$ cat config.mk
export PLATFORM = sky130hd
export DESIGN_NAME = arb_rr_sched_flat
export DESIGN_NICKNAME = d
export VERILOG_FILES = /design/src/rtl/arb_rr_sched_if.sv /design/src/rtl/arb_rr_sched.sv /design/src/flat_wrapper.sv
export SDC_FILE = /design/constraint.sdc
export NUM_CORES = 1
export LEC_CHECK = 0
export CAP_MARGIN = 40
export CORE_ASPECT_RATIO = 2
export CORE_UTILIZATION = 30
export CTS_CLUSTER_DIAMETER = 30
export DETAILED_ROUTE_END_ITERATION = 10
export GPL_ROUTABILITY_DRIVEN = 1
export MAX_ROUTING_LAYER = met4
export PLACE_DENSITY_LB_ADDON = 0.1
export SETUP_SLACK_MARGIN = 0.5
export SYNTH_ARGS = -nofsm -noshare
export SYNTH_HDL_FRONTEND = slang
export SYNTH_SLANG_ARGS = --single-unit
$ cat constraint.sdc
create_clock -name CLK -period 2.87 [get_ports CLK]
set_input_delay 0.861 -clock CLK [delete_from_list [all_inputs] [get_ports CLK]]
set_output_delay 0.861 -clock CLK [all_outputs]
set_load 0.05 [all_outputs]
$ cat src/rtl/arb_rr_sched_if.sv
// Grant handshake between the round-robin scheduler and the 8b10b encoder.
// The scheduler drives the master modport, the encoder the slave modport.
interface arb_rr_sched_if #(
  parameter int IDW = 2
);
  logic           grant_valid;
  logic [IDW-1:0] grant_id;
  logic           grant_ready;

  modport master (output grant_valid, output grant_id, input grant_ready);
  modport slave  (input grant_valid, input grant_id, output grant_ready);
endinterface

$ cat src/rtl/arb_rr_sched.sv
// Round-robin packet scheduler: per-port saturating pending counters feeding a grant handshake.
// Optional macro ARB_BACK2BACK_EN removes the idle bubble after each accepted grant.
module arb_rr_sched #(
  parameter int NPORTS = 4,
  parameter int NBITS  = 4,
  parameter int IDW    = $clog2(NPORTS)
) (
  input  logic                    CLK,
  input  logic                    RST,
  input  logic [NPORTS-1:0]       req_en,
  input  logic [NPORTS-1:0]       clear,
  arb_rr_sched_if.master          gnt,
  output logic [NPORTS*NBITS-1:0] pending_cnt,
  output logic [NPORTS-1:0]       ovf,
  output logic                    busy
);
  typedef enum logic {IDLE, GRANT} state_t;

  localparam logic [NBITS-1:0] CNT_MAX = '1;

  state_t           state;
  logic [NBITS-1:0] cnt [NPORTS];
  logic [IDW-1:0]   rr_ptr;
  logic [IDW-1:0]   grant_id_q;
  logic             grant_valid_q;

  logic              accept;
  logic              withdraw;
  logic              take;
  logic [IDW-1:0]    ptr_adv;
  logic [NPORTS-1:0] dec;
  logic [NPORTS-1:0] nz_idle;
  logic [IDW:0]      pick_idle;

  // First set bit of nz at or after start, wrapping; MSB of the result flags a hit.
  function automatic logic [IDW:0] rr_pick(input logic [NPORTS-1:0] nz,
                                           input logic [IDW-1:0]    start);
    logic [IDW:0] r;
    int           idx;
    r = '0;
    for (int k = NPORTS - 1; k >= 0; k--) begin
      idx = int'(start) + k;
      if (idx >= NPORTS) idx = idx - NPORTS;
      if (nz[idx]) r = {1'b1, IDW'(idx)};
    end
    return r;
  endfunction

  assign accept   = grant_valid_q && gnt.grant_ready;
  assign withdraw = grant_valid_q && clear[grant_id_q];
  assign take     = accept && !withdraw;
  assign ptr_adv  = (grant_id_q == IDW'(NPORTS - 1)) ? '0 : grant_id_q + IDW'(1);

  // A port being cleared on this edge must not be picked: its count is about to vanish.
  always_comb begin
    dec     = '0;
    nz_idle = '0;
    for (int i = 0; i < NPORTS; i++) begin
      dec[i]     = take && (grant_id_q == IDW'(i));
      nz_idle[i] = (cnt[i] != '0) && !clear[i];
    end
  end

  assign pick_idle = rr_pick(nz_idle, rr_ptr);

`ifdef ARB_BACK2BACK_EN
  logic [NPORTS-1:0] nz_post;
  logic [IDW:0]      pick_post;

  // Post-accept view excludes this edge's increments so request-to-grant latency is unchanged.
  always_comb begin
    nz_post = '0;
    for (int i = 0; i < NPORTS; i++) begin
      nz_post[i] = (cnt[i] > NBITS'(dec[i])) && !clear[i];
    end
  end

  assign pick_post = rr_pick(nz_post, ptr_adv);
`endif

  always_ff @(posedge CLK) begin
    if (RST) begin
      for (int i = 0; i < NPORTS; i++) cnt[i] <= '0;
      ovf <= '0;
    end else begin
      for (int i = 0; i < NPORTS; i++) begin
        if (clear[i]) begin
          cnt[i] <= '0;
          ovf[i] <= 1'b0;
        end else if (req_en[i] && dec[i]) begin
          cnt[i] <= cnt[i];
        end else if (req_en[i]) begin
          if (cnt[i] == CNT_MAX) ovf[i] <= 1'b1;
          else                   cnt[i] <= cnt[i] + NBITS'(1);
        end else if (dec[i]) begin
          cnt[i] <= cnt[i] - NBITS'(1);
        end
      end
    end
  end

  always_ff @(posedge CLK) begin
    if (RST) begin
      state         <= IDLE;
      grant_valid_q <= 1'b0;
      grant_id_q    <= '0;
      rr_ptr        <= '0;
    end else begin
      case (state)
        IDLE: begin
          if (pick_idle[IDW]) begin
            state         <= GRANT;
            grant_valid_q <= 1'b1;
            grant_id_q    <= pick_idle[IDW-1:0];
          end
        end
        GRANT: begin
          if (withdraw) begin
            state         <= IDLE;
            grant_valid_q <= 1'b0;
          end else if (accept) begin
            rr_ptr <= ptr_adv;
`ifdef ARB_BACK2BACK_EN
            if (pick_post[IDW]) begin
              grant_id_q <= pick_post[IDW-1:0];
            end else begin
              state         <= IDLE;
              grant_valid_q <= 1'b0;
            end
`else
            state         <= IDLE;
            grant_valid_q <= 1'b0;
`endif
          end
        end
        default: begin
          state         <= IDLE;
          grant_valid_q <= 1'b0;
        end
      endcase
    end
  end

  for (genvar g = 0; g < NPORTS; g++) begin : g_flat
    assign pending_cnt[g*NBITS +: NBITS] = cnt[g];
  end

  assign gnt.grant_valid = grant_valid_q;
  assign gnt.grant_id    = grant_id_q;
  assign busy            = grant_valid_q || (|pending_cnt);
endmodule

$ cat src/flat_wrapper.sv
// flat-port wrapper written by rule: the top's interface ports become plain ports
module arb_rr_sched_flat 
#(
  parameter int NPORTS = 4,
  parameter int NBITS  = 4,
  parameter int IDW    = $clog2(NPORTS)
)
  (CLK, RST, req_en, clear, pending_cnt, ovf, busy, gnt_grant_valid, gnt_grant_id, gnt_grant_ready);
  arb_rr_sched_if #(.IDW(IDW)) gnt_i ();
  input  logic CLK;
  input  logic RST;
  input  logic [NPORTS-1:0] req_en;
  input  logic [NPORTS-1:0] clear;
  output logic [NPORTS*NBITS-1:0] pending_cnt;
  output logic [NPORTS-1:0] ovf;
  output logic busy;
  output wire logic [$bits(gnt_i.grant_valid)-1:0] gnt_grant_valid;
  output wire logic [$bits(gnt_i.grant_id)-1:0] gnt_grant_id;
  input wire logic [$bits(gnt_i.grant_ready)-1:0] gnt_grant_ready;
  assign gnt_grant_valid = gnt_i.grant_valid;
  assign gnt_grant_id = gnt_i.grant_id;
  assign gnt_i.grant_ready = gnt_grant_ready;
  arb_rr_sched #(.NPORTS(NPORTS), .NBITS(NBITS), .IDW(IDW)) u_core (.CLK(CLK), .RST(RST), .req_en(req_en), .clear(clear), .gnt(gnt_i), .pending_cnt(pending_cnt), .ovf(ovf), .busy(busy));
endmodule
==> results of run 1 <==
-- layout by cell type (no fill, tap or decap), types with 7 or more instances in the layout --
cell type	n
edfxtp_1	16
dfxtp_1	10
inv_1	16
buf_4	41
nand3_1	7
a21oi_1	17
nand2_1	11
nor3_1	10
ha_1	8
clkdlybuf4s50_1	10
nor2_1	22
dlygate4sd2_1	20
-- area by class of cell --
cell class	instances	share of cell area, %
Inverter	21	2.75
Timing Repair Buffer	75	21.9
Tap cell	86	3.75
Sequential cell	26	23.7
Clock buffer	4	3.10
Multi-Input combinational cell	167	44.7
-- cell families (layout without fill, tap and decap cells) --
family,after synthesis,in the layout,share of synthesized area (%)
AOI/OAI and AO/OA,62,62,24.4
xor gates and xnor gates,2,2,0.886
adders and majority gates,12,12,7.59
buffers and inverters,28,100,5.82
DFF,26,26,34.4
muxes,5,5,3.04
and+or+nand+nor,86,86,23.9
-- per-layer routing --
layer	vias up	global-route usage, %	wire (um)
met1	962	16.5	2160
met2	41	35.6	3390
met4	0	12.5	307
met5	-	-	0
met3	20	2.09	124
li1	983	-	-
-- state kept, by name, summed over array words and instances (netlist names) --
name,cells
u_core.gnt.grant_valid,1
u_core.ovf,4
u_core.gnt.grant_id,2
u_core.state,1
u_core.rr_ptr,2
u_core.cnt,16
-- worst reg2reg max path, cell delays in order (launching register included) --
cell	delay (ps)
dfxtp_1	590
inv_1	170
ha_1	250
nand4b_1	120
o22a_4	190
and2_4	190
nand2_1	80
nand3b_1	190
-- power by group --
part	total, mW	internal, mW	switching, mW
clock network	0.349	0.214	0.135
logic	0.448	0.192	0.256
registers	0.476	0.425	0.0506
-- cells in the mapped netlist (all sizes together) (3+ instances only) --
library cell  instances  area (um^2)
inv                  21         78.8
dfxtp                10          200
o211ai                3         22.5
o22a                  3         35.0
nor3                 10         50.1
a21oi                17         85.1
buf                   5         28.8
nand2                11         41.3
a41oi                 3         26.3
o21ai                 5         25.0
nor2                 23         86.3
edfxtp               16          480
nand4                 4         25.0
or2                   4         25.0
a221oi                6         58.8
nor3b                 5         47.5
ha                   12          150
nand3b                5         41.3
a22oi                 3         22.5
nand4b                3         26.3
nand3                 7         35.0
nand2b                5         31.3
mux2i                 3         30.0
a211oi                4         35.0
-- per-stage QoR --
| step | setup TNS, ps | hold slack, ps | instances | cell area, um^2 |
|---|---|---|---|---|
| detailed placement | -26.5 | 466 | 348 | 2500 |
| global placement | -42.7 | 474 | 348 | 2500 |
| global route | 0 | 518 | 379 | 2870 |
| floorplan | 0 | 455 | 221 | 1990 |
| CTS | 0 | 487 | 369 | 2720 |
| finish | 0 | 472 | 379 | 2870 |
-- timing repair --
| item | CTS | global route |
|---|---|---|
| resized for setup | 30 | 17 |
| setup buffers | 17 | 10 |
| pin swaps | 2 | 7 |
| endpoints found under the setup margin | 52 | 15 |
-- worst paths after layout --
kind	start	to	slack, ps	cells past startpoint
max	u_core.cnt[0][1]	busy	490	5
min	u_core.ovf[3]	u_core.ovf[3]	470	2
max reg2reg	u_core.gnt.grant_id[0]	u_core.cnt[2][1]	790	7
min reg2reg	u_core.ovf[3]	u_core.ovf[3]	470	2
==> impl_metrics.json, run 1 <==
{
  "die_area_um2": 6940,
  "worstSkewPairLatency_ps": 260,
  "finalCriticalPeriod_ps": 2380,
  "syn_nets": 244,
  "clock-sinks": 26,
  "critPathTopFamily": "flip-flops",
  "startpoint_type": "flop",
  "post_drt_wl_per_cell_um": 15.8,
  "drt_iter0_markers": 96,
  "holdCritPathClass": "reg -> reg",
  "crit_slowest_cell": "edfxtp_1",
  "area_delta_synth_final_pct": 45.0,
  "port_buffers": 34,
  "viasPerCell": 5.29,
  "yosysSeqAreaShare_pct": 34.4,
  "slew_headroom_pct": 66.3,
  "dr.pass1.iters": 4,
  "fin_ws_ps": 489,
  "power_mw": 1.27,
  "worst_pin_slew_ps": 504,
  "syn_inst": 221,
  "cp.arrival_ps": 1520,
  "path_max_fanout": 4,
  "criticalPathCategory": "reg -> out",
  "synth_flop_cell": "edfxtp_1",
  "place_hpwl_mm": 4.46,
  "path_cells": "inv_1 -> ha_4 -> and4_4 -> nand4_1 -> buf_6",
  "clockBufferDepth": 2,
  "endpoint_kind": "output pin",
  "fillCellCount": 677,
  "vdd_drop_max_mv": 0.190,
  "cp_slowest_stage_delay_ps": 430,
  "power_density_nw_per_um2": 443,
  "ios": 35,
  "maxSlewViolCount": 0,
  "vias": 2006,
  "drc": 0,
  "cts_tree": "built",
  "skew_ps": 3.08,
  "rows": 41,
  "antenna_found_initial": 0,
  "status": "finished, final reports clean",
  "cts_made_buffers": 3,
  "initial_core_util_pct": 31.1,
  "yosys_register_bits": 26,
  "hold_viol": 0,
  "syn_area_um2": 1980,
  "grt_max_degree": 15,
  "min_period_over_period_pct": 83.0,
  "cts_max_level": 1,
  "rsz0062_at_grt": "true",
  "track_usage_pct": 18.8,
  "ys_async_sr_fraction_pct": 0,
  "fin_nets": 317,
  "yosys_warnings": 0,
  "leakage_nw": 1.19,
  "core_region_area_um2": 6360,
  "grt_pass1_vias": 2083,
  "dp_slack_ps": -26.5,
  "crit_required_ps": 2010,
  "setup_violations": 0,
  "ant_nets": 0,
  "gp_congestion": 0.887,
  "grt_pass1_wl_mm": 9.49,
  "grt-ovfl-total": 0,
  "drive_above_1_share_pct": 26.6,
  "diodes": 0,
  "crit_buf_inv": 2,
  "syn_area_per_cell_um2": 8.95,
  "synth_edf_count": 16,
  "yosys.cell_types.count": 57,
  "finalWirelength_mm": 5.99,
  "die_width_um": 59.4,
  "clock.fmax_mhz": 420,
  "clk_pin_slew_ps": 70,
  "root_buffer": "clkbuf_16",
  "seqCellArea_um2": 681,
  "cap_violations": 0,
  "die_h_um": 117,
  "multiInputGateArea_um2": 1280,
  "ctsHoldBuffers": 0,
  "postLayoutCoreUtil_pct": 45.1
}
Note: power is estimated with default switching activity, not from simulation.
==> inputs of run 2 (changes only) <==
clock period = 2.48 ns   (was 2.87 ns; I/O delays follow)
==> impl_metrics.json, run 2 (same netlist as run 1, synthesis figures left out) <==
{
  "power_density_nw_per_um2": 522,
  "skew_ps": 2.39,
  "root_buffer": "clkbuf_16",
  "worst_r2r_path_depth": 6,
  "vdd_drop_max_mv": 0.228,
  "most-common-layout-cells": "buf_4, nor2_1, inv_1, edfxtp_1",
  "path_max_fanout": 2,
  "clock.fmax_mhz": 423,
  "setup_tns_ps": 0,
  "crit_buf_inv": 2,
  "startpoint_type": "flop",
  "clk_pin_slew_ps": 70,
  "ios": 35,
  "largest_register_ffs": 16,
  "reg_top3": "u_core.cnt (16), u_core.ovf (4)",
  "holdCritPathClass": "reg -> reg",
  "postLayoutCoreUtil_pct": 47.6,
  "post_drt_wl_per_cell_um": 15.8,
  "cts_max_level": 1,
  "cap_violations": 0,
  "vias": 2028,
  "track_usage_pct": 19.5,
  "cp_slowest_stage_delay_ps": 430,
  "rsz0062_at_grt": "true",
  "die_area_um2": 6940,
  "area_delta_synth_final_pct": 53.0,
  "port_buffers": 34,
  "crit_required_ps": 1740,
  "cp.arrival_ps": 1620,
  "criticalPathCategory": "reg -> out",
  "timing.rr.end": "u_core.cnt[0][3]",
  "place_hpwl_mm": 4.62,
  "drt_iter0_markers": 90,
  "path_cells": "inv_1 -> ha_2 -> nor3b_4 -> nand4_1 -> buf_12",
  "antenna_found_initial": 0,
  "setup_violations": 0,
  "hold_viol": 0,
  "worst_pin_slew_ps": 515,
  "status": "finished, final reports clean",
  "critPathTopFamily": "flip-flops",
  "clock-sinks": 26,
  "cts_tree": "built",
  "die_h_um": 117,
  "crit_path_start": "u_core.cnt[3][0]",
  "dr.pass1.iters": 4,
  "fillCellCount": 670,
  "finalWirelength_mm": 6.04,
  "ant_nets": 0,
  "drc": 0,
  "rrSetupSlack_ps": 590,
  "min_period_over_period_pct": 95.3,
  "leakage_nw": 1.20,
  "maxSlewViolCount": 0,
  "min_path_cells": 2,
  "diodes": 0,
  "finalCriticalPeriod_ps": 2360,
  "clockBufferDepth": 2,
  "viasPerCell": 5.30,
  "reg2reg_from": "u_core.gnt.grant_id[1]",
  "worstSkewPairLatency_ps": 260,
  "grt_pass1_vias": 2015,
  "grt_max_degree": 16,
  "whs_endpoint": "u_core.ovf[3]",
  "min-delay-start": "u_core.ovf[3]",
  "crit_slowest_cell": "edfxtp_1",
  "ctsHoldBuffers": 0,
  "cts_made_buffers": 3,
  "slew_headroom_pct": 65.7,
  "endpoint_kind": "output pin",
  "hold_slack_ps": 476,
  "grt-ovfl-total": 0,
  "largest-register": "u_core.cnt",
  "grt_pass1_wl_mm": 9.89,
  "layout_commonest_cell": "buf_4",
  "rows": 41,
  "drive_above_1_share_pct": 40.7,
  "initial_core_util_pct": 31.1,
  "core_region_area_um2": 6360,
  "gp_congestion": 0.902,
  "die_width_um": 59.4,
  "fin_nets": 321
}
## run 2: cell types whose count changed in the layout (fill, tap and decap cells not counted), sizes merged, moves of 2 or more
cell and change:
clkdlybuf4s50 -5, buf +12, clkdlybuf4s15 +13, dlygate4sd2 -15
dlymetal6s2s -2
## run 2: metal layers
layer  wire (um)  global-route usage [%]  up-vias
li1            -                       -      991
met3         125                    1.87       13
met1        2270                    19.5      977
met2        3470                    35.5       47
met4         176                    10.8        0
met5           0                       -        -
## run 2: where the power goes
group,switching (mW),internal (mW),leakage (nW)
combinational,0.315,0.237,0.883
sequential,0.0539,0.494,0.268
clock,0.159,0.322,0.0511
total,0.529,1.05,1.20
## run 2: worst register-to-register path, delay by kind of cell, from the launching register on
family	cells	cell delay (ps)
buffers and inverters	1	150
muxes	1	370
DFF	1	440
AOI/OAI and AO/OA	2	300
and+or+nand+nor	2	350
## run 2: worst max-delay path by stage
stage / to / slack [ps] / cells past startpoint
finish: busy / 120 / 5
CTS: busy / 90 / 5
global route: busy / 20 / 5
global placement: u_core.cnt[2][2] / -170 / 7
detailed placement: u_core.cnt[0][3] / -180 / 7
floorplan: busy / 80 / 4
## run 2: final cells by class
| type | instances | area, um^2 | area share [%] |
|---|---|---|---|
| Multi-Input combinational cell | 167 | 1350 | 44.7 |
| Timing Repair Buffer | 79 | 696 | 23.0 |
| Sequential cell | 26 | 687 | 22.7 |
| Tap cell | 86 | 108 | 3.56 |
| Inverter | 21 | 78.8 | 2.60 |
| Clock buffer | 3 | 75.1 | 2.48 |
| Clock inverter | 1 | 30.0 | 0.992 |
## run 2: timing repair
item | in CTS | in global routing
setup buffers | 7 | 9
endpoints found under the hold margin | 0 | 0
resized for setup | 91 | 22
endpoints found under the setup margin | 64 | 31
pin swaps | 11 | 2
## run 2: through the flow
stage                     instances  total power, mW  worst slack [ps]  cell area, um^2
final                           383             1.58               115             3030
after global routing            383             1.65              19.8             3030
after global placement          363             1.06              -172             2700
after CTS                       374             1.56              91.5             2920
after detailed placement        363             1.05              -181             2700
after floorplan                 221            0.868              81.1             2060
==> inputs of run 3 (changes only) <==
HOLD_SLACK_MARGIN = 0.1   (was unset)
REMOVE_ABC_BUFFERS = 1   (was unset)
clock period = 2.5 ns   (was 2.48 ns; I/O delays follow)
==> impl_metrics.json, run 3 (same netlist as run 1, synthesis figures left out) <==
{
  "skew_ps": 1.73,
  "finalWirelength_mm": 6.23,
  "hold_viol": 0,
  "drc": 0,
  "grt_pass1_wl_mm": 9.80,
  "wl_met1_mm": 2.26,
  "drt_iter0_markers": 94,
  "dp_slack_ps": -219,
  "post_drt_wl_per_cell_um": 15.7,
  "crit_buf_inv": 2,
  "largest_register_ffs": 16,
  "fin_ws_ps": 194,
  "power_density_nw_per_um2": 507,
  "grt_max_degree": 16,
  "setup_violations": 0,
  "reg2reg_from": "u_core.cnt[3][1]",
  "cap_violations": 0,
  "area_delta_synth_final_pct": 65.7,
  "finalCriticalPeriod_ps": 2310,
  "vias": 2073,
  "antenna_found_initial": 0,
  "holdCritPathClass": "reg -> reg",
  "highest_layer": "met4",
  "rsz0062_at_grt": "true",
  "p_sw_mw": 0.557,
  "timing.rr.end": "u_core.cnt[3][3]",
  "place_hpwl_mm": 4.56,
  "path_max_fanout": 5,
  "drive_above_1_share_pct": 43.3,
  "ctsHoldBuffers": 0,
  "rrSetupSlack_ps": 230,
  "slew_headroom_pct": 60.2,
  "die_area_um2": 6940,
  "criticalPathCategory": "reg -> out",
  "viasPerCell": 5.21,
  "vdd_drop_max_mv": 0.244,
  "netSwitchingFraction_pct": 33.5,
  "whs_endpoint": "u_core.ovf[1]",
  "core_region_area_um2": 6360,
  "ios": 35,
  "cp_slowest_stage_delay_ps": 470,
  "dr.pass1.iters": 5,
  "setup_tns_ps": 0,
  "grt_pass1_vias": 2092,
  "largest-register": "u_core.cnt",
  "path_cells": "inv_2 -> ha_4 -> nor3b_4 -> nand4_1 -> buf_6",
  "leakage_nw": 1.31,
  "fillCellCount": 634,
  "multiInputGateArea_um2": 1450,
  "initial_core_util_pct": 31.1,
  "met3_length_um": 137,
  "clockBufferDepth": 2,
  "maxSlewViolCount": 0,
  "critPathTopFamily": "flip-flops",
  "diodes": 0,
  "clock.fmax_mhz": 434,
  "min_path_cells": 2,
  "cts_max_level": 1,
  "startpoint_type": "flop",
  "cts_made_buffers": 3,
  "die_h_um": 117,
  "port_buffers": 34,
  "worst_pin_slew_ps": 597,
  "seqPwrFrac_pct": 32.2,
  "internal_power_mw": 1.11,
  "endpoint_kind": "output pin",
  "clock-sinks": 26,
  "cts_tree": "built",
  "fin_nets": 336,
  "crit_slowest_cell": "edfxtp_1",
  "crit_required_ps": 1750,
  "die_width_um": 59.4,
  "cp.arrival_ps": 1560,
  "layout_commonest_cell": "buf_4",
  "most-common-layout-cells": "buf_4, buf_6, inv_1, nor2_1, edfxtp_1",
  "grt-ovfl-total": 0,
  "worst_r2r_path_depth": 14,
  "status": "finished, final reports clean",
  "ant_nets": 0,
  "min_period_over_period_pct": 92.3,
  "rows": 41,
  "track_usage_pct": 19.5,
  "reg_top3": "u_core.cnt (16), u_core.ovf (4)",
  "p_clk_share_pct": 29.2,
  "seqCellArea_um2": 683,
  "power_frac_comb_pct": 38.6,
  "clk_pin_slew_ps": 70,
  "min-delay-start": "u_core.ovf[1]",
  "root_buffer": "clkbuf_16",
  "route.met2.wl_mm": 3.65,
  "gp_congestion": 0.885,
  "worstSkewPairLatency_ps": 270
}
==> run 3: cell count changes in the layout (fill, tap and decap cells not counted), moves of 2 or more <==
cell / previous run / this run
inv_1: 17 / 19
buf_2: 4 / 1
buf_6: 5 / 22
clkbuf_2: 0 / 3
o22a_4: 1 / 3
ha_4: 1 / 4
inv_2: 4 / 2
clkdlybuf4s15_1: 0 / 2
dlygate4sd2_1: 5 / 7
ha_2: 3 / 0
a21oi_2: 3 / 1
clkdlybuf4s15_2: 14 / 9
==> run 3: through the flow <==
| step | power, mW | hold slack, ps | utilization, % | instance area, um^2 | std cells |
|---|---|---|---|---|---|
| finish | 1.66 | 478 | 51.5 | 3280 | 398 |
| global route | 1.74 | 496 | 51.5 | 3280 | 398 |
| CTS | 1.61 | 478 | 48.2 | 3070 | 391 |
| detailed placement | 1.05 | 462 | 41.7 | 2660 | 369 |
| global placement | 1.05 | 457 | 41.7 | 2660 | 369 |
| floorplan | 0.829 | 449 | - | 1940 | 214 |
==> run 3: cell type report <==
cell class | instances | share of cell area [%]
timing repair buffer | 94 | 26.0
multi-input combinational | 167 | 44.3
clock buffer | 3 | 2.29
sequential | 26 | 20.8
inverter | 21 | 2.40
clock inverter | 1 | 0.916
tap | 86 | 3.28
==> run 3: tightest hold or removal path, cell delays in order (launching register included) <==
cell and delay (ps):
dfxtp_1 330, a41oi_1 40, nor2_1 70
==> run 3: power groups by stage <==
stage	logic, mW	registers, mW	clock network [mW]
5_1_grt	0.691	0.541	0.508
2_1_floorplan	0.193	0.635	0
4_1_cts	0.576	0.535	0.500
3_5_place_dp	0.497	0.550	0
3_3_place_gp	0.497	0.552	0
6_report	0.642	0.535	0.485
==> run 3: repair_timing <==
item | in CTS | in global routing
setup endpoints to repair | 63 | 36
resized for setup | 99 | 41
setup buffers | 18 | 7
pin swaps | 20 | 18
==> run 3: worst max-delay path by stage <==
stage                startpoint                to  slack, ps  cells past startpoint
5_1_grt        u_core.cnt[3][1]              busy        120                      5
3_3_place_gp           clear[0]  u_core.cnt[3][3]       -210                      7
4_1_cts        u_core.cnt[3][1]              busy        170                      5
2_1_floorplan  u_core.cnt[3][0]              busy         -5                      4
3_5_place_dp           clear[0]  u_core.cnt[3][1]       -220                      7
6_report       u_core.cnt[1][1]              busy        190                      5
==> run 3: metal layers <==
layer	vias up	track usage, %
met5	-	-
met4	0	8.73
met3	12	2.09
met2	41	36.9
met1	997	19.0
li1	1023	-
